### config.mk
export PLATFORM = sky130hd
export DESIGN_NAME = stepdown_softstop_seq
export DESIGN_NICKNAME = d
export VERILOG_FILES = /design/src/rtl/stepdown_softstop_seq.sv
export SDC_FILE = /design/constraint.sdc
export NUM_CORES = 1
export LEC_CHECK = 0
export CELL_PAD_IN_SITES_DETAIL_PLACEMENT = 0
export CELL_PAD_IN_SITES_GLOBAL_PLACEMENT = 2
export CORE_ASPECT_RATIO = 0.6
export CORE_MARGIN = 3
export CORE_UTILIZATION = 23
export CTS_BUF_LIST = sky130_fd_sc_hd__clkbuf_4 sky130_fd_sc_hd__clkbuf_8 sky130_fd_sc_hd__clkbuf_16
export DETAILED_ROUTE_END_ITERATION = 6
export PLACE_DENSITY_LB_ADDON = 0.08
export SLEW_MARGIN = 20
export SYNTH_ARGS = -nofsm -noshare
export SYNTH_HDL_FRONTEND = slang
export SYNTH_SLANG_ARGS = --single-unit
### constraint.sdc
create_clock -name clk -period 1.9 [get_ports clk]
set_input_delay 0.285 -clock clk [delete_from_list [all_inputs] [get_ports clk]]
set_output_delay 0.285 -clock clk [all_outputs]
set_load 0.01 [all_outputs]
### src/rtl/stepdown_softstop_seq.sv
// Soft-stop sequencer: holds the reference code while running, ramps it to zero
// on enable withdrawal, then disables the drivers, settles and tristates the stage.
module stepdown_softstop_seq #(
    parameter int CODE_W    = 8,
    parameter int STEP_DIV  = 16,
    parameter int DONE_HOLD = 4
) (
    input  logic              clk,
    input  logic              rst_n,
    input  logic              en,
    input  logic              ss_done,
    input  logic              fault,
    input  logic [CODE_W-1:0] start_code,
    output logic [CODE_W-1:0] ref_code,
    output logic              drv_en,
    output logic              tstate_o,
    output logic              busy,
    output logic              off_done,
    input  logic              CELV,
    input  logic              CELG,
    input  logic              CELSUB
);

    localparam logic [2:0] IDLE = 3'd0;
    localparam logic [2:0] RUN  = 3'd1;
    localparam logic [2:0] RAMP = 3'd2;
    localparam logic [2:0] HOLD = 3'd3;
    localparam logic [2:0] OFF  = 3'd4;

    localparam int PW = (STEP_DIV > 1) ? $clog2(STEP_DIV) : 1;
    localparam int HW = $clog2(DONE_HOLD + 1);
    localparam logic [PW-1:0] PS_LAST = PW'(STEP_DIV - 1);
    localparam logic [HW-1:0] HD_LAST = HW'(DONE_HOLD - 1);

    logic [2:0]    state;
    logic [PW-1:0] presc;
    logic [HW-1:0] hcnt;
    logic          active;
    logic          go_off;

    // Supply pins exist only for the physical netlist.
    logic unused_supply;
    assign unused_supply = CELV ^ CELG ^ CELSUB;

    // Fault wins over everything while the stage is powered; HOLD expiry shares the same exit.
    assign active = (state == RUN) || (state == RAMP) || (state == HOLD);
    assign go_off = active && (fault || ((state == HOLD) && (hcnt == HD_LAST)));

    always_ff @(posedge clk or negedge rst_n) begin
        if (!rst_n) begin
            state    <= IDLE;
            ref_code <= '0;
            drv_en   <= 1'b0;
            tstate_o <= 1'b1;
            busy     <= 1'b0;
            off_done <= 1'b0;
            presc    <= '0;
            hcnt     <= '0;
        end else begin
            off_done <= 1'b0;
            if (go_off) begin
                state    <= OFF;
                ref_code <= '0;
                drv_en   <= 1'b0;
                tstate_o <= 1'b1;
                busy     <= 1'b0;
                off_done <= 1'b1;
                presc    <= '0;
                hcnt     <= '0;
            end else begin
                case (state)
                    IDLE: begin
                        if (en && ss_done && !fault) begin
                            state    <= RUN;
                            ref_code <= start_code;
                            drv_en   <= 1'b1;
                            tstate_o <= 1'b0;
                            busy     <= 1'b1;
                        end
                    end
                    RUN: begin
                        if (!en) begin
                            state <= RAMP;
                            presc <= '0;
                        end
                    end
                    RAMP: begin
                        // Re-enable resumes from the partially ramped code, no reload.
                        if (en) begin
                            state <= RUN;
                            presc <= '0;
                        end else if (presc == PS_LAST) begin
                            presc <= '0;
                            if (ref_code != '0) begin
                                ref_code <= ref_code - 1'b1;
                            end else begin
                                state  <= HOLD;
                                drv_en <= 1'b0;
                                hcnt   <= '0;
                            end
                        end else begin
                            presc <= presc + 1'b1;
                        end
                    end
                    HOLD: hcnt <= hcnt + 1'b1;
                    OFF:  state <= IDLE;
                    default: state <= IDLE;
                endcase
            end
        end
    end

endmodule

-- Yosys cells after proc, flatten, opt, wreduce, memory -nomap -nowiden
Index checks and enable logic that the tools add are counted.
- register bits: 22
- bits of input ports: 16
- add/subtract/negate cells: 3
- equal/unequal tests: 14
- multiplexer cells: 35
- reduce and logical (&&, ||, !) cells: 21
- operators with widths (cell ; number):
    2-to-1 mux 8 bit ; 5
    2-to-1 mux 3 bit ; 10
    2-to-1 mux 4 bit ; 4
    one-hot mux 8 bit (2 select lines) ; 1
    AND reduction 5 bit ; 3
    != test 3 bit (second input constant) ; 4
    one-hot mux 3 bit (4 select lines) ; 1
    2-to-1 mux 1 bit ; 11
    == test 3 x 2 -> 1 bit (second input constant) ; 3
    nonzero test 3 bit ; 3
    one-hot mux 4 bit (2 select lines) ; 1
    nonzero test 8 bit ; 1
    subtractor 8 x 1 -> 8 bit (second input constant) ; 1
    != test 3 x 2 -> 1 bit (second input constant) ; 2
    one-hot mux 3 bit (2 select lines) ; 1
    adder 4 x 1 -> 4 bit (second input constant) ; 1
    == test 4 bit (second input constant) ; 1
    logical AND 1 bit ; 4
    != test 4 x 3 -> 1 bit (second input constant) ; 1
    != test 4 bit (second input constant) ; 1
    AND reduction 2 bit ; 2
    AND reduction 4 bit ; 1
    nonzero test 2 bit ; 2
    adder 3 x 1 -> 3 bit (second input constant) ; 1
    6 further kinds ; 8

-- Longest topological paths before layout
- word-level depth: 6
- gate-level depth with buffers: 8
- depth with buffers taken out: 7

-- Worst setup path after synthesis
OpenSTA, ideal clock, no wires.
- kind: reg-to-reg
- start: register ref_code[0]
- end: register ref_code[2]
- library setup time: 0.129 ns
- arrival: 1.710 ns
- data required time: 1.771 ns
- setup slack: 0.061 ns
- cell stages (with the launch flop): 8
- cell sequence: dfrtp_1 -> inv_1 -> ha_1 -> or3b_2 -> o21ba_1 -> o22ai_4 -> buf_6 -> o21ai_0
- word-level cells in the longest chain between the ends: 6
- elaborated cells between the ends (all ways): 9
- ends and longest elaborated chain (item ; line ; text):
    start: declaration ; 14 ; output logic [CODE_W-1:0] ref_code,
    start signal: assignment ; 75 ; ref_code <= start_code;
    start signal: assignment ; 95 ; ref_code <= ref_code - 1'b1;
    subtractor 8 x 1 -> 8 bit ; 95 ;
    2-to-1 mux 8 bit ; 94 ; if (ref_code != '0) begin
    2-to-1 mux 8 bit ; 92 ; end else if (presc == PS_LAST) begin
    2-to-1 mux 8 bit ; 89 ; if (en) begin
    one-hot mux 8 bit (2 select lines) ; 71 ; case (state)
    2-to-1 mux 8 bit ; 61 ; if (go_off) begin
Parallel ways exist; a longest one is shown, timed or not. The select of a mux whose other input is x is not followed.
A chain may end at the register's enable or synchronous reset.

-- Final worst setup path
- start: register ref_code[3]
- end: register ref_code[0]
- word-level cells in the longest chain between the ends: 3
- ends and longest elaborated chain (item ; line):
    nonzero test 8 bit ; 94
    != test 3 x 2 -> 1 bit (no line) ; --
    AND reduction 5 bit (no line) ; --
No other way between the ends.

==> metrics.md <==
| Metric | Value |
|---|---|
| Post-Syn Area per Cell | 9.146 um2 |
| Number of failing hold endpoints at the final stage | 0 |
| Last weighted congestion value of the routability-driven placer | 0.7737 |
| Leakage | 0.8823 nW |
| Crit-path cells | or4_4, o21ba_4, o22ai_4, buf_12, buf_4, buf_4, a21oi_2 |
| Post-Synth Adder-Cell Area | 4.817% |
| Fin crit period | 1.854 ns |
| Endpoint arrival time on the critical path | 2.01 ns |
| Placed cells | 258 |
| Number of register bits inferred by synthesis | 22 |
| Worst Reg2Reg Path Length in Cells | 7 |
| Post-cts hold buffer count | 0 |
| Layout-stage area growth over the synthesis result | 53.76% |
| Num Clock Sinks | 22 |
| Htree depth | 1 |
| Wire length of the first global-routing pass | 6265 um |
| Number of filler instances in the final layout | 539 |
| Total detailed-routing wirelength | 3971 um |
| Startpoint type of the worst setup path | flop |
| Max VDD drop | 0.2450 mV |
| Worst path max stage delay | 0.59 ns |
| Post-synthesis cell count | 142 |
| Global-route usage over all layers | 12.11% |
| Remaining routing DRC violations | 0 |
| Total power divided by cell area | 757.8 nW/um2 |
| Crit-path most repeated cell | sky130_fd_sc_hd__buf_4 |
| Vias after detailed routing | 1277 |
| Sequential element share of the synthesized area | 42.49% |
| Cell area after synthesis | 1299 um2 |
| Floorplan die width | 103.0 um |
| Area share of the largest cell type after synthesis | 40.46% |
| Fraction of synthesized area in multiplexers | 0% |
| Ports placed on the boundary | 28 |
| Initial Utilization | 24.71% |
| Area fraction in and, or, nand and nor cells after synthesis | 18.79% |
| Initial DRC count | 68 |
| Dominant synthesized flop cell | sky130_fd_sc_hd__dfrtp_1 |
| Area fraction in compound gates after synthesis | 27.55% |
| First-pass detailed-route iteration total | 4 |
| Synthesized Nets | 163 |
| Clock Skew | 0.002764 ns |
| Number of nets with antenna violations after detailed routing | 0 |
| Status | completed |
| Number of clock buffers inserted by TritonCTS | 3 |
| Area share of xor/xnor cells in the synthesized design | 0% |
| Maximum number of pins on one net before global-route repair | 23 |
| Height of the die | 64.21 um |
| Share of final-layout standard cells stronger than drive strength 1 | 31.03% |
| Average wire length per cell after detail routing | 14.76 um |
| Period utilisation layout | 97.59% |
| Number of antenna violations at the first check in global routing | 0 |
| Worst path bufs/invs | 3 |
| Most area-consuming cells after synthesis | sky130_fd_sc_hd__dfrtp_1, sky130_fd_sc_hd__o21ai_0, sky130_fd_sc_hd__ha_1, sky130_fd_sc_hd__nor2_1, sky130_fd_sc_hd__a21oi_1 |
| Fmax | 539.3 MHz |
| Core region area | 5255 um2 |
| Path category of the worst min-delay check | in -> async |
| Insertion delay of the later-clocked pin in the worst-skew pair | 0.27 ns |
| IO Port Bufs | 24 |
| Master of the slowest instance on the critical path | sky130_fd_sc_hd__or4_4 |
| Clk Tree Root Cell | sky130_fd_sc_hd__clkbuf_8 |
| Kind of capture point of the worst setup path | flop |
| Reg-to-reg slack, setup | 0.05 ns |
| Antenna diode count | 0 |
| Required arrival time at the worst endpoint | 2.05 ns |
| Net count of the finished layout | 225 |
| Worst flop-to-flop path endpoint | ref_code[0] |
| Startpoint-to-endpoint class of the critical path | reg -> reg |
| Clock edge transition at the registers on the reported setup and hold paths | 0.08 ns |
| Setup violators final | 0 |
| Number of global-route vias before repair | 1236 |
| Number of max-cap violations | 0 |
| Slew margin rel. | 68.47% |
| Number of distinct library cells after synthesis | 36 |
| Non-Filler Instances | 269 |
| Worst-path maximum fanout | 6 |
| Worst-case clock buffer depth | 2 |
| Average via count per standard cell | 4.747 |
| Worst Tran Pin Value | 0.4687 ns |
| Row count | 20 |
| RSZ-0062 raised after global routing | true |
| Main combinational cell family by area after synthesis | compound AO/OA/AOI/OAI gates |
| Share of synthesized registers carrying an async set or reset | 100.0% |
| Estimated wirelength of the detail-placed design | 2873 um |
| Library cell occupying the most area in the post-synthesis netlist | sky130_fd_sc_hd__dfrtp_1 |
| Full die area | 6614 um2 |
| Setup_tns | 0 ns |
| Worst flop-to-flop path startpoint | ref_code[3] |
| Count of flip-flops with a built-in enable after synthesis | 0 |
| Remaining global-route overflow | 0 |
| Yosys Warn Count | 0 |
| TritonCTS clock tree | yes |
| Final-report max-slew violation count | 0 |
| Largest delay share family, worst path | simple AND/OR/NAND/NOR gates |
==> registers in the layout (all words and copies together), names as in the netlist <==
register  flops
busy          1
tstate_o      1
state         3
ref_code      8
presc         4
off_done      1
drv_en        1
hcnt          3
==> cell type report <==
cell class                 instances  area (um2)  share of cell area [%]
multi-input combinational        107       721.9                   36.15
timing repair buffer              62       554.3                   27.76
sequential                        22       553.0                   27.69
tap                               66       82.58                   4.135
clock buffer                       4       55.05                   2.757
inverter                           8       30.03                   1.504
==> where the power goes <==
group	leakage (nW)	internal [mW]	switching (mW)	total [mW]
combinational	0.573	0.320	0.264	0.584
clock	0.0288	0.185	0.161	0.346
sequential	0.281	0.536	0.0474	0.584
total	0.882	1.04	0.472	1.51
==> layer usage <==
metal	vias to the layer above	wire length [um]	global-route usage, %
li1	637	-	-
met1	611	2220	19.01
met2	27	1590	16.61
met3	2	135	2.617
met4	0	25	2.423
met5	-	0	0
==> what timing repair did <==
item	in CTS	in global routing
gates resized for setup	1	26
pin swaps	0	3
endpoints found under the setup margin	1	14
setup buffers	0	7
==> layout by cell type (no fill, tap or decap), types with 2 or more instances in the layout <==
master                            Yosys  final
sky130_fd_sc_hd__clkdlybuf4s50_1      0     22
sky130_fd_sc_hd__inv_2                0      2
sky130_fd_sc_hd__a211oi_2             2      3
sky130_fd_sc_hd__dfrtp_1             21     20
sky130_fd_sc_hd__a22oi_1              4      4
sky130_fd_sc_hd__nand2_1              9      9
sky130_fd_sc_hd__nand4_1              2      2
sky130_fd_sc_hd__o21ai_1              2      6
sky130_fd_sc_hd__a31oi_1              2      2
sky130_fd_sc_hd__dlymetal6s2s_1       0      2
sky130_fd_sc_hd__a21oi_2              3      2
sky130_fd_sc_hd__nand2b_1             2      2
sky130_fd_sc_hd__inv_1                8      6
sky130_fd_sc_hd__o21ai_0             22     18
sky130_fd_sc_hd__nor2_1              15     14
sky130_fd_sc_hd__nor3_1               6      5
sky130_fd_sc_hd__buf_4                1     35
sky130_fd_sc_hd__clkbuf_8             0      4
sky130_fd_sc_hd__a21o_1               3      3
sky130_fd_sc_hd__nor2b_1              2      2
sky130_fd_sc_hd__ha_1                 5      3
sky130_fd_sc_hd__a21oi_1              9      9
sky130_fd_sc_hd__a22o_1               2      2
==> cell families after synthesis <==
family                   after synthesis
adder cells (fa/ha/maj)                5
flip-flops                            22
AND/OR/NAND/NOR                       47
AO/OA/AOI/OAI                         55
buffers and inverters                 13
==> worst max-delay path by stage <==
stage | startpoint | end | slack, ns | cells after the start
2_1_floorplan | ref_code[0] | ref_code[2] | 0.06 | 7
3_3_place_gp | en | ref_code[6] | -0.29 | 8
3_5_place_dp | fault | ref_code[3] | -0.25 | 7
4_1_cts | ref_code[1] | ref_code[6] | 0.00007 | 8
5_1_grt | ref_code[0] | ref_code[4] | -0.01 | 9
6_report | ref_code[3] | ref_code[0] | 0.05 | 7
==> synth_stat cells, types with 3 or more instances <==
| cell type | count |
|---|---|
| sky130_fd_sc_hd__a22oi_1 | 4 |
| sky130_fd_sc_hd__nand2_1 | 9 |
| sky130_fd_sc_hd__buf_6 | 4 |
| sky130_fd_sc_hd__a21oi_2 | 3 |
| sky130_fd_sc_hd__dfrtp_1 | 21 |
| sky130_fd_sc_hd__a21oi_1 | 9 |
| sky130_fd_sc_hd__ha_1 | 5 |
| sky130_fd_sc_hd__inv_1 | 8 |
| sky130_fd_sc_hd__nor2_1 | 15 |
| sky130_fd_sc_hd__o21ai_0 | 22 |
| sky130_fd_sc_hd__a21o_1 | 3 |
| sky130_fd_sc_hd__nor3_1 | 6 |
==> metrics by stage <==
stage          power [mW]  worst slack, ns  utilization (%)  hold slack, ns  cell area [um2]
3_5_place_dp        1.117          -0.2496            34.52          0.4742             1814
3_3_place_gp        1.116          -0.2878            34.52          0.4601             1814
4_1_cts             1.477       0.00007150            35.67          0.3836             1874
2_1_floorplan      0.7965          0.06105                -        -0.01059             1299
6_report            1.513          0.04574            38.00          0.3661             1997
5_1_grt             1.608         -0.01040            38.00          0.3890             1997
Power figures use the tool's default switching activity.
